`src/rtl/ptw_pkg.sv`:
```
// Shared definitions for the page-table walker: FSM states, channel ids and
// PTE field decoding helpers.
package ptw_pkg;

  typedef enum logic [2:0] {
    StIdle,
    StReq,
    StWait,
    StResp,
    StDrain
  } ptw_state_e;

  localparam logic ChanItlb = 1'b0;
  localparam logic ChanDtlb = 1'b1;

  localparam int unsigned PteWidth  = 32;
  localparam int unsigned PteVBit   = 0;
  localparam int unsigned PteRBit   = 1;
  localparam int unsigned PteWBit   = 2;
  localparam int unsigned PteXBit   = 3;
  localparam int unsigned PtePpnLsb = 12;

  function automatic logic pte_is_leaf(logic [PteWidth-1:0] pte);
    return pte[PteRBit] | pte[PteWBit] | pte[PteXBit];
  endfunction

  // Caller truncates to its own PPN width.
  function automatic logic [PteWidth-1:0] pte_ppn(logic [PteWidth-1:0] pte);
    return pte >> PtePpnLsb;
  endfunction

endpackage

```
`src/rtl/ptw_req_arb.sv`:
```
// Miss-request capture for the ITLB/DTLB channels: one pending flag and VPN
// latch per channel plus a round-robin pick when both are waiting.
module ptw_req_arb
  import ptw_pkg::*;
#(
  parameter int unsigned VPN_WIDTH = 20
) (
  input  logic                 clk,
  input  logic                 rst,
  input  logic                 flush_i,
  input  logic                 itlb_req_i,
  input  logic [VPN_WIDTH-1:0] itlb_vpn_i,
  input  logic                 dtlb_req_i,
  input  logic [VPN_WIDTH-1:0] dtlb_vpn_i,
  input  logic                 grant_i,
  input  logic                 clr_i,
  input  logic                 clr_sel_i,
  output logic                 pending_o,
  output logic                 sel_o,
  output logic [VPN_WIDTH-1:0] sel_vpn_o
);

  logic [1:0]           pend_q, pend_d;
  logic [VPN_WIDTH-1:0] ivpn_q, ivpn_d;
  logic [VPN_WIDTH-1:0] dvpn_q, dvpn_d;
  logic                 rr_q, rr_d;
  logic [1:0]           req;
  logic [1:0]           clr_vec;
  logic [1:0]           set_vec;

  assign req     = {dtlb_req_i, itlb_req_i};
  assign clr_vec = {clr_i && (clr_sel_i == ChanDtlb), clr_i && (clr_sel_i == ChanItlb)};
  // A request is taken when idle or when its flag is being cleared this cycle.
  assign set_vec = req & (~pend_q | clr_vec) & {2{~flush_i}};

  always_comb begin
    pend_d = flush_i ? 2'b00 : ((pend_q & ~clr_vec) | set_vec);
    ivpn_d = set_vec[0] ? itlb_vpn_i : ivpn_q;
    dvpn_d = set_vec[1] ? dtlb_vpn_i : dvpn_q;
    rr_d   = rr_q;
    // Pointer only advances on a contested grant, so a lone request never
    // steals the other channel's turn.
    if (grant_i && (&pend_q)) begin
      rr_d = ~rr_q;
    end
  end

  always_ff @(posedge clk or posedge rst) begin
    if (rst) begin
      pend_q <= 2'b00;
      ivpn_q <= '0;
      dvpn_q <= '0;
      rr_q   <= ChanItlb;
    end else begin
      pend_q <= pend_d;
      ivpn_q <= ivpn_d;
      dvpn_q <= dvpn_d;
      rr_q   <= rr_d;
    end
  end

  assign pending_o = |pend_q;
  assign sel_o     = (&pend_q) ? rr_q : pend_q[1];
  assign sel_vpn_o = sel_o ? dvpn_q : ivpn_q;

endmodule

```
`src/rtl/ptw_nlevel_arb.sv`:
```
// Shared N-level page-table walker for ITLB and DTLB misses, walking from a
// run-time root PPN over a word-level memory port shared with the dcache.
module ptw_nlevel_arb
  import ptw_pkg::*;
#(
  parameter int unsigned VA_WIDTH          = 32,
  parameter int unsigned PC_BITS           = 20,
  parameter int unsigned PAGE_OFFSET_WIDTH = 12,
  parameter int unsigned LEVELS            = 2,
  parameter int unsigned IDX_WIDTH         = 10,
  parameter int unsigned PTE_BYTES_LOG2    = 2,
  localparam int unsigned VPN_WIDTH        = VA_WIDTH - PAGE_OFFSET_WIDTH,
  localparam int unsigned PPN_WIDTH        = PC_BITS - PAGE_OFFSET_WIDTH
) (
  input  logic                 clk,
  input  logic                 rst,
  input  logic [PPN_WIDTH-1:0] Root_ppn,
  input  logic                 Ptw_flush,
  input  logic                 Itlb_pa_request,
  input  logic [VPN_WIDTH-1:0] Itlb_va,
  output logic                 F_ptw_valid,
  output logic [PPN_WIDTH-1:0] F_ptw_pa,
  output logic                 F_ptw_fault,
  input  logic                 Dtlb_pa_request,
  input  logic [VPN_WIDTH-1:0] Dtlb_va,
  output logic                 M_ptw_valid,
  output logic [PPN_WIDTH-1:0] M_ptw_pa,
  output logic                 M_ptw_fault,
  output logic                 Ptw_mem_req,
  output logic [PC_BITS-1:0]   Ptw_mem_addr,
  input  logic [31:0]          Ptw_mem_rdata,
  input  logic                 Ptw_mem_valid,
  input  logic                 MEM_stall,
  output logic                 Ptw_busy
);

  localparam int unsigned LvlW = (LEVELS > 1) ? $clog2(LEVELS) : 1;

  ptw_state_e           state_q, state_d;
  logic                 chan_q, chan_d;
  logic [VPN_WIDTH-1:0] vpn_q, vpn_d;
  logic [PPN_WIDTH-1:0] ppn_q, ppn_d;
  logic [LvlW-1:0]      lvl_q, lvl_d;
  logic [PPN_WIDTH-1:0] res_ppn_q, res_ppn_d;
  logic                 res_fault_q, res_fault_d;

  logic                 arb_pending;
  logic                 arb_sel;
  logic [VPN_WIDTH-1:0] arb_vpn;
  logic                 grant;
  logic                 clr;

  logic                 pte_v;
  logic                 pte_leaf;
  logic [PteWidth-1:0]  pte_ppn_full;
  logic [PPN_WIDTH-1:0] pte_ppn_w;
  logic                 lvl_is_zero;
  logic [IDX_WIDTH-1:0] cur_idx;
  logic                 unused_pte_ppn;

  ptw_req_arb #(
    .VPN_WIDTH(VPN_WIDTH)
  ) u_req_arb (
    .clk       (clk),
    .rst       (rst),
    .flush_i   (Ptw_flush),
    .itlb_req_i(Itlb_pa_request),
    .itlb_vpn_i(Itlb_va),
    .dtlb_req_i(Dtlb_pa_request),
    .dtlb_vpn_i(Dtlb_va),
    .grant_i   (grant),
    .clr_i     (clr),
    .clr_sel_i (chan_q),
    .pending_o (arb_pending),
    .sel_o     (arb_sel),
    .sel_vpn_o (arb_vpn)
  );

  assign pte_v          = Ptw_mem_rdata[PteVBit];
  assign pte_leaf       = pte_is_leaf(Ptw_mem_rdata);
  assign pte_ppn_full   = pte_ppn(Ptw_mem_rdata);
  assign pte_ppn_w      = pte_ppn_full[PPN_WIDTH-1:0];
  assign unused_pte_ppn = ^pte_ppn_full;
  assign lvl_is_zero    = (lvl_q == '0);
  assign cur_idx        = vpn_q[lvl_q*IDX_WIDTH +: IDX_WIDTH];

  always_comb begin
    state_d     = state_q;
    chan_d      = chan_q;
    vpn_d       = vpn_q;
    ppn_d       = ppn_q;
    lvl_d       = lvl_q;
    res_ppn_d   = res_ppn_q;
    res_fault_d = res_fault_q;
    grant       = 1'b0;
    clr         = 1'b0;
    Ptw_mem_req = 1'b0;
    case (state_q)
      StIdle: begin
        if (arb_pending && !Ptw_flush) begin
          grant   = 1'b1;
          chan_d  = arb_sel;
          vpn_d   = arb_vpn;
          ppn_d   = Root_ppn;
          lvl_d   = LvlW'(LEVELS - 1);
          state_d = StReq;
        end
      end
      StReq: begin
        if (Ptw_flush) begin
          state_d = StIdle;
        end else if (!MEM_stall) begin
          Ptw_mem_req = 1'b1;
          state_d     = StWait;
        end
      end
      StWait: begin
        if (Ptw_flush) begin
          state_d = Ptw_mem_valid ? StIdle : StDrain;
        end else if (Ptw_mem_valid) begin
          // Leaves are only legal at level 0 and level 0 must be a leaf.
          if (!pte_v || (pte_leaf != lvl_is_zero)) begin
            res_fault_d = 1'b1;
            res_ppn_d   = '0;
            state_d     = StResp;
          end else if (pte_leaf) begin
            res_fault_d = 1'b0;
            res_ppn_d   = pte_ppn_w;
            state_d     = StResp;
          end else begin
            ppn_d   = pte_ppn_w;
            lvl_d   = lvl_q - 1'b1;
            state_d = StReq;
          end
        end
      end
      StResp: begin
        clr     = 1'b1;
        state_d = StIdle;
      end
      StDrain: begin
        if (Ptw_mem_valid) begin
          state_d = StIdle;
        end
      end
      default: state_d = StIdle;
    endcase
  end

  always_ff @(posedge clk or posedge rst) begin
    if (rst) begin
      state_q     <= StIdle;
      chan_q      <= ChanItlb;
      vpn_q       <= '0;
      ppn_q       <= '0;
      lvl_q       <= '0;
      res_ppn_q   <= '0;
      res_fault_q <= 1'b0;
    end else begin
      state_q     <= state_d;
      chan_q      <= chan_d;
      vpn_q       <= vpn_d;
      ppn_q       <= ppn_d;
      lvl_q       <= lvl_d;
      res_ppn_q   <= res_ppn_d;
      res_fault_q <= res_fault_d;
    end
  end

  always_comb begin
    Ptw_mem_addr = '0;
    if (state_q == StReq) begin
      Ptw_mem_addr = {ppn_q, cur_idx, {PTE_BYTES_LOG2{1'b0}}};
    end
    F_ptw_valid = (state_q == StResp) && (chan_q == ChanItlb);
    M_ptw_valid = (state_q == StResp) && (chan_q == ChanDtlb);
    F_ptw_pa    = F_ptw_valid ? res_ppn_q : '0;
    M_ptw_pa    = M_ptw_valid ? res_ppn_q : '0;
    F_ptw_fault = F_ptw_valid && res_fault_q;
    M_ptw_fault = M_ptw_valid && res_fault_q;
    Ptw_busy    = (state_q != StIdle);
  end

endmodule
```
`config.mk`:
```
export PLATFORM = sky130hd
export DESIGN_NAME = ptw_nlevel_arb
export DESIGN_NICKNAME = d
export VERILOG_FILES = /design/src/rtl/ptw_pkg.sv /design/src/rtl/ptw_req_arb.sv /design/src/rtl/ptw_nlevel_arb.sv
export SDC_FILE = /design/constraint.sdc
export NUM_CORES = 1
export LEC_CHECK = 0
export ABC_AREA = 1
export CAP_MARGIN = 30
export CORE_MARGIN = 2
export CORE_UTILIZATION = 45
export DETAILED_ROUTE_END_ITERATION = 10
export GPL_TIMING_DRIVEN = 0
export PLACE_DENSITY_LB_ADDON = 0.2
export SETUP_SLACK_MARGIN = 0.02
export SLEW_MARGIN = 20
export SYNTH_ARGS = -nofsm -noshare
export SYNTH_HDL_FRONTEND = slang
export SYNTH_HIERARCHICAL = 1
export SYNTH_SLANG_ARGS = --single-unit
```
`constraint.sdc`:
```
create_clock -name clk -period 2.7 [get_ports clk]
set_input_delay 0.405 -clock clk [delete_from_list [all_inputs] [get_ports clk]]
set_output_delay 0.405 -clock clk [all_outputs]
set_load 0.01 [all_outputs]
```
* Yosys cells after proc, flatten, opt, wreduce, memory -nomap -nowiden
Index checks and enable logic that the tools add are counted.
** Storage, ports and cells
- Flip-flop bits (word level) :: 85
- Input port bits :: 87
- Output and inout bits :: 42
- Logic and storage cells :: 99
** Cells by class
- $add $sub $neg :: 1
- $mul :: 1
- Eq/ne operators :: 13
- Shift-type cells :: 1
- Multiplexer cells :: 38
- Bitwise operators :: 13
- Reduce and logical (&&, ||, !) cells :: 21
** Operator list (number)
- 8-bit two-way mux :: 9
- 20-bit two-way mux :: 2
- 3-bit two-way mux :: 7
- 20-bit by 6-bit indexed part select with 10-bit output :: 1
- 8-bit case mux with 2 select lines :: 1
- 1-bit two-way mux :: 14
- 2-bit != test (second input constant) :: 6
- 3-bit case mux with 4 select lines :: 1
- 1-bit logical AND :: 8
- 4-bit AND reduction :: 2
- 2-bit AND :: 3
- 3-bit by 2-bit equality test with 1-bit output (second input constant) :: 2
- 2-bit two-way mux :: 3
- 3-bit != test (second input constant) :: 2
- 6-bit AND reduction :: 1
- 1-bit by 3-bit multiplier with 4-bit output (second input constant) :: 1
- 1-bit NOT :: 4
- 2-bit NOT :: 2
- 2-bit bitwise OR :: 2
- 2-bit AND reduction :: 2
- 2-bit nonzero test :: 2
- 3-bit by 1-bit equality test with 1-bit output (second input constant) :: 1
- 3-bit equality test (second input constant) :: 1
- 3-bit zero test :: 1
- other kinds (8) :: 10

* Longest topological paths before layout
Gate-level depths: netlist of run 1.
- Depth after elaboration :: 8
- Depth in mapped cells :: 9
- Gate-level depth less buffers :: 8

* Hierarchy
Netlist of run 1, hierarchy kept.
** By module, submodules not included
- ptw_nlevel_arb :: times used 1, cells each 331, area an instance 2307.2 um^2, seq. area each 1051.0 um^2
- ptw_req_arb :: times used 1, cells each 260, area an instance 2009.4 um^2, seq. area each 1076.0 um^2

* Worst setup path after synthesis of run 1
No wires, ideal clock.
- Path kind :: register -> output
- From :: reg state_q[2]
- To :: out Ptw_mem_addr[10]
- Arrival time :: 1.224 ns
- Data required time :: 2.295 ns
- Slack :: 1.071 ns
- Stages on the path, launching flop included :: 5
- Buffers on the path :: 1
- Path through :: dfrtp_1 nor3_1 inv_2 buf_2 a21oi_1
** Between the ends
- Word-level cells in the longest chain between the ends :: 2
** Ends and longest elaborated chain
- start: declaration :: line ptw_nlevel_arb.sv:39 : ptw_state_e state_q, state_d;
- start signal: assignment :: line ptw_nlevel_arb.sv:152 : state_q <= StIdle;
- start signal: assignment :: line ptw_nlevel_arb.sv:160 : state_q <= state_d;
- 3-bit by 1-bit equality test with 1-bit output :: line ptw_nlevel_arb.sv:172 : if (state_q == StReq) begin
- 20-bit two-way mux :: line ptw_nlevel_arb.sv:172
- end: declaration :: line ptw_nlevel_arb.sv:30 : output logic [PC_BITS-1:0] Ptw_mem_addr,
Every way passes these cells.

* Worst setup path after layout of run 1
- From :: reg state_q[2]
- To :: out Ptw_mem_addr[11]
Same word-level chain as after synthesis.

==> flow_metrics.py, run 1 <==
metrics = {
    "outcome": {
        "status": "complete, no violations",
    },
    "power": {
        "power_density_nw_per_um2": 697.7,
        "peakVddDrop_v": 0.0004485,
        "power_leakage_nw": 2.991,
    },
    "sta": {
        "period_minus_slack_ns": 2.588,
        "post-route-period-util_pct": 95.84,
        "fin_setup_tns_ns": 0,
        "fin_ws_ns": 0.1124,
        "setup_viol": 0,
        "rsz0062_at_grt": "false",
        "report.final.slew_viol_count": 0,
        "hold_viol": 0,
        "max_freq_ghz": 0.3865,
        "clock_skew_ns": 0.01055,
    },
    "worst_setup_path": {
        "cp.arrival_ns": 2.18,
        "cp-endpoint": "Ptw_mem_addr[11]",
        "startpoint": "state_q[2]",
        "startpoint_type": "flop",
        "reg2regPathDepth": 6,
        "path_class": "flop to primary output",
        "reg2reg_to": "u_req_arb/rr_q",
        "cp_data_required_time_ns": 2.30,
        "end_kind": "primary output",
        "cp_max_fo": 10,
        "r2r_setup_slack_ns": 1.08,
        "reg2reg_from": "state_q[2]",
    },
    "synthesis": {
        "muxShareOfSynthArea_pct": 0,
        "synth_top_cell_by_area": "dfrtp_1",
        "seq_area_frac_synth_pct": 49.28,
        "synth_edf_count": 0,
        "synth-adder-area-share_pct": 0,
        "synth_simple_gate_area_share_pct": 39.30,
        "netlist_instances": 591,
        "yosys-top-cells-area": "dfrtp_1, nand2_1, nand3_1",
        "synth_xor_area_share_pct": 0.2029,
        "ys.flop_type": "dfrtp_1",
        "synthArstFlopShare_pct": 100.0,
        "synth.avg_cell_area_um2": 7.304,
        "yosys_warnings": 6,
        "synth_area_um2": 4317,
        "ys_top_cells_by_count": "nand2_1, dfrtp_1, nand3_1",
        "ys_types": 28,
        "synth_seq_cells": 85,
        "synth_compound_area_share_pct": 2.870,
        "yosysTopAreaCellShare_pct": 49.28,
        "synth_top_family_by_area": "simple AND/OR/NAND/NOR gates",
        "post-synth-top-count-cell": "nand2_1",
    },
    "layout": {
        "fill_cells": 880,
        "area_growth_pct": 34.61,
        "finalNetCount": 799,
        "drive_gt1_share_pct": 9.344,
        "antenna_cells": 0,
    },
    "die": {
        "die_w_um": 101.9,
        "die_area_um2": 10390,
        "die_y_um": 101.9,
        "start_util_pct": 46.50,
        "io_pins": 129,
        "coreArea_um2": 9284,
        "fp-row-count": 35,
    },
    "min_path": {
        "hold_path_class": "input pin to async pin",
    },
    "placed_design": {
        "dp_hpwl_mm": 8.134,
        "io_buffers": 106,
        "pre_cts_slack_ns": 0.3034,
        "place_congestion": 0.8468,
    },
    "global_route": {
        "grt_pass1_vias": 3869,
        "grt_busiest_layer": "met2",
        "grt_overflow": 0,
        "use_met3_pct": 2.668,
        "grt_max_degree": 35,
        "grtUsageMet2_pct": 36.84,
        "antenna_found_initial": 0,
        "gr-usage-met1_pct": 29.16,
        "grt_usage_pct": 21.79,
        "grt_pass1_wl_mm": 17.86,
    },
    "drt": {
        "vias_per_cell": 4.710,
        "drt_iter0_drc": 170,
        "wirelength_mm": 10.65,
        "drc_errors": 0,
        "post_drt_wl_per_cell_um": 12.58,
        "dr.pass1.iters": 4,
        "ant_nets": 0,
        "vias": 3985,
    },
    "clock_tree": {
        "cts_root_buf": "clkbuf_8",
        "tritoncts": "yes",
        "clkTransAtPathRegs_ns": 0.08,
        "h-tree-depth": 3,
        "cts_made_buffers": 9,
        "clk_latency_ns": 0.36,
        "cts.sinks": 85,
        "max-clock-path-buffers": 2,
    },
    "flow_run": {
        "drv_cap": 0,
    },
}
==> sequential cells by signal, indices dropped and copies added (netlist names) <==
name,count
u_req_arb/dvpn_q,20
u_req_arb/ivpn_q,20
vpn_q,20
ppn_q,8
res_ppn_q,8
state_q,3
u_req_arb/pend_q,2
chan_q,1
lvl_q,1
res_fault_q,1
u_req_arb/rr_q,1
==> through the flow <==
step | std cells | cell area [um2] | hold WS, ns | util, % | power (mW)
floorplan | 592 | 4320 | 0.4419 | - | 2.640
global placement | 827 | 5543 | 0.4547 | 59.70 | 3.076
detailed placement | 829 | 5583 | 0.4586 | 60.13 | 3.128
CTS | 845 | 5796 | 0.3320 | 62.43 | 4.067
global route | 846 | 5811 | 0.3596 | 62.59 | 4.365
finish | 846 | 5811 | 0.3335 | 62.59 | 4.054
==> worst max-delay path: stages (launching register included) <==
cell,delay (ns)
dfrtp_1,0.51
nor3_4,0.29
inv_2,0.13
buf_2,0.20
a21oi_1,0.14
clkdlybuf4s50_1,0.56
==> cell type report <==
type	count	area (um2)	share of cell area [%]
clock inverters	6	70.07	1.206
repair buffers	109	1109	19.08
flip-flops and latches	85	2128	36.63
inverters	49	185.2	3.187
multi-input cells	432	1848	31.80
plain buffers	26	171.4	2.950
clock buffers	10	137.6	2.369
well taps	129	161.4	2.778
==> how the worst min path moves through the flow <==
stage	slack, ns	start	end
global route	0.36	rst	u_req_arb/dvpn_q[4]
detailed placement	0.46	u_req_arb/dvpn_q[19]	u_req_arb/dvpn_q[19]
global placement	0.45	u_req_arb/dvpn_q[11]	u_req_arb/dvpn_q[11]
floorplan	0.44	ppn_q[0]	ppn_q[0]
CTS	0.33	rst	u_req_arb/dvpn_q[4]
finish	0.33	rst	u_req_arb/dvpn_q[4]
==> logic make-up after synthesis <==
group                  count (synthesis)
flip-flops                            85
other                                  1
buffers and inverters                 75
AND/OR/NAND/NOR                      405
AO/OA/AOI/OAI                         24
XOR/XNOR                               1
==> what timing repair did <==
action                                  CTS  global route
resized for setup                         1             2
hold buffers                              0             0
endpoints found under the setup margin   10             8
setup buffers                             0             1
pin swaps                                 0             0
==> layer usage <==
layer	wire, um	share of wire (%)	vias up
met5	0	0	-
met4	189	1.8	0
met3	495	4.6	17
met2	5129	48	113
met1	4832	45	1805
li1	-	-	2050
==> power by group <==
group	switching (mW)	internal [mW]	total, mW
logic	0.733	0.541	1.27
registers	0.216	1.63	1.85
clock network	0.473	0.459	0.932
==> placed cells by master, fill, tap and decap left out, drive strengths merged, types with 10 or more instances in the layout <==
| master | netlist | final |
|---|---|---|
| dfrtp | 85 | 85 |
| a21oi | 12 | 12 |
| nand3 | 58 | 58 |
| clkbuf | 4 | 14 |
| nor2 | 43 | 43 |
| clkdlybuf4s50 | 0 | 106 |
| buf | 22 | 25 |
| o21ai | 10 | 10 |
| nand2 | 299 | 299 |
| inv | 48 | 49 |
Note: power is estimated with default switching activity, not from simulation.
==> inputs of run 2 (changes only) <==
SYNTH_HIERARCHICAL = not set   (was 1)
==> run 2 against run 1 <==
  * Fmax up 1.3%
  * Via count shrank 3.0%
  * Highest routed layer unchanged
  * Design area shrank 2.4%
  * Synthesized cell count shrank 6.6%
==> flow_metrics.py, run 2 <==
metrics = {
    "sta": {
        "slew_headroom_pct": 62.31,
        "worst_slew_pin_slew_ns": 0.5653,
        "post-route-period-util_pct": 94.65,
        "max_freq_ghz": 0.3913,
        "rsz0062_at_grt": "false",
        "hold_viol": 0,
        "setup_viol": 0,
        "period_minus_slack_ns": 2.556,
        "report.final.slew_viol_count": 0,
        "clock_skew_ns": 0.01038,
    },
    "flow_run": {
        "drv_cap": 0,
    },
    "worst_setup_path": {
        "reg2regPathDepth": 8,
        "cp_top_family": "buffers and inverters",
        "cp.arrival_ns": 2.15,
        "cp.depth": 6,
        "cp_max_fo": 10,
        "path_buf_inv": 3,
        "startpoint_type": "flop",
        "path_cells": "inv_2, nor2_4, nand2_2, clkbuf_2, a21oi_1, clkdlybuf4s50_1",
        "critPathSlowestCell": "clkdlybuf4s50_1",
        "end_kind": "primary output",
        "slowest_delay_ns": 0.58,
        "cp_data_required_time_ns": 2.30,
        "path_class": "flop to primary output",
    },
    "placed_design": {
        "io_buffers": 105,
        "place_inst": 770,
        "dp_hpwl_mm": 8.317,
        "place_congestion": 0.8593,
    },
    "layout": {
        "drive_gt1_share_pct": 8.902,
        "area_growth_pct": 33.89,
        "antenna_cells": 0,
        "finalNetCount": 756,
        "instances_no_fill": 785,
        "largest_registers": "u_req_arb.dvpn_q: 20 flops, u_req_arb.ivpn_q: 20 flops, vpn_q: 20 flops",
        "layout_commonest_cell": "nand2_1",
        "final_cell_mix": "nand2_1, clkdlybuf4s50_1, dfrtp_1",
        "fin_util_pct": 61.65,
        "fill_cells": 851,
    },
    "synthesis": {
        "seq_area_frac_synth_pct": 50.24,
        "netlist_instances": 552,
        "synth_area_um2": 4234,
        "yosys_warnings": 0,
        "yosys-top-cells-area": "dfrtp_1, nand2_1, nand3_1",
        "synthArstFlopShare_pct": 100.0,
        "ys_top_cells_by_count": "nand2_1, dfrtp_1, nor2_1",
        "yosysTopAreaCellShare_pct": 50.24,
        "synth.avg_cell_area_um2": 7.670,
        "ys_types": 25,
        "synth_seq_cells": 85,
        "synth_edf_count": 0,
        "synth_top_cell_by_area": "dfrtp_1",
        "post-synth-top-count-cell": "nand2_1",
        "ys.flop_type": "dfrtp_1",
    },
    "drt": {
        "drc_errors": 0,
        "post_drt_wl_per_cell_um": 13.65,
        "vias": 3866,
        "wirelength_mm": 10.72,
        "vias_per_cell": 4.925,
        "dr.pass1.iters": 5,
        "ant_nets": 0,
        "drt_iter0_drc": 147,
    },
    "global_route": {
        "grt_pass1_wl_mm": 17.71,
        "grt_overflow": 0,
        "antenna_found_initial": 0,
        "grt_usage_pct": 22.52,
        "grt_max_degree": 46,
        "grt_pass1_vias": 3689,
    },
    "clock_tree": {
        "ctsHoldBuffers": 0,
        "max-clock-path-buffers": 2,
        "clk_latency_ns": 0.37,
        "cts_made_buffers": 9,
        "postCtsSetupRepairBufs": 0,
        "cts.sinks": 85,
        "clkTransAtPathRegs_ns": 0.08,
        "ctsResizeCount": 0,
        "h-tree-depth": 3,
        "cts_root_buf": "clkbuf_8",
        "tritoncts": "yes",
    },
    "min_path": {
        "whs_path_depth": 2,
        "hold_path_class": "input pin to flop",
    },
    "die": {
        "start_util_pct": 46.04,
        "fp-row-count": 35,
        "die_w_um": 101,
        "coreArea_um2": 9196,
        "die_y_um": 101,
        "die_area_um2": 10200,
        "io_pins": 129,
    },
    "outcome": {
        "status": "complete, no violations",
    },
    "power": {
        "power_density_nw_per_um2": 831.1,
        "peakVddDrop_v": 0.0003547,
        "power_leakage_nw": 2.781,
    },
}
[run 2: logic make-up (layout without fill, tap and decap cells)]
group	Yosys count	after routing	share of synthesized area, %
flip-flops	85	85	50.24
AO/OA/AOI/OAI	65	65	7.890
buffers and inverters	74	195	8.895
AND/OR/NAND/NOR	327	327	32.89
other	1	2	0.08857
[run 2: worst paths after layout]
| path | slack, ns | endpoint | start |
|---|---|---|---|
| setup / recovery | 0.14 | Ptw_mem_addr[11] | state_q[0] |
| hold / removal | 0.31 | u_req_arb.pend_q[1] | Ptw_flush |
| setup reg to reg | 1.23 | vpn_q[9] | state_q[1] |
| hold reg to reg | 0.47 | u_req_arb.ivpn_q[13] | u_req_arb.ivpn_q[13] |
| max in group asynchronous | 1.63 | u_req_arb.rr_q | rst |
| min in group asynchronous | 0.45 | ppn_q[2] | rst |
[run 2: cell type report]
cell class | count | area (um2) | area share, %
clock inverters | 6 | 93.84 | 1.655
repair buffers | 106 | 1071 | 18.89
well taps | 111 | 138.9 | 2.450
clock buffers | 10 | 127.6 | 2.251
plain buffers | 29 | 203.9 | 3.597
flip-flops and latches | 85 | 2127 | 37.52
inverters | 44 | 172.7 | 3.046
multi-input cells | 394 | 1734 | 30.59
[run 2: metrics by stage]
stage | hold WS, ns | area [um2] | setup slack [ns] | setup TNS, ns | power (mW)
after floorplan | 0.4367 | 4238 | 0.1015 | 0 | 3.021
after global placement | 0.4512 | 5428 | -1.180 | -99.72 | 3.669
after detailed placement | 0.4536 | 5450 | 0.4954 | 0 | 3.728
after CTS | 0.2914 | 5672 | 0.08742 | 0 | 4.744
after global routing | 0.3218 | 5669 | 0.02890 | 0 | 5.076
final | 0.3055 | 5669 | 0.1445 | 0 | 4.712
[run 2: power breakdown]
part | leakage (nW) | total (mW) | internal, mW | switching (mW)
logic | 1.59 | 1.79 | 0.758 | 1.03
registers | 1.07 | 1.91 | 1.66 | 0.248
clock network | 0.113 | 1.01 | 0.533 | 0.481
[run 2: routing by layer]
| metal | up-vias | global-route usage [%] | part of all wire (%) |
|---|---|---|---|
| met2 | 101 | 36.36 | 47 |
| met4 | 0 | 7.277 | 1.8 |
| met1 | 1788 | 31.05 | 46 |
| li1 | 1962 | - | - |
| met5 | - | 0 | 0 |
| met3 | 15 | 3.883 | 5.2 |
[run 2: worst register-to-register path: stages, from the launching register on]
cell	delay, ns
dfrtp_1	0.39
buf_6	0.14
nor2_4	0.10
nand2_2	0.10
nor2_4	0.23
inv_2	0.06
buf_2	0.19
nand2_1	0.08
o21ai_1	0.06
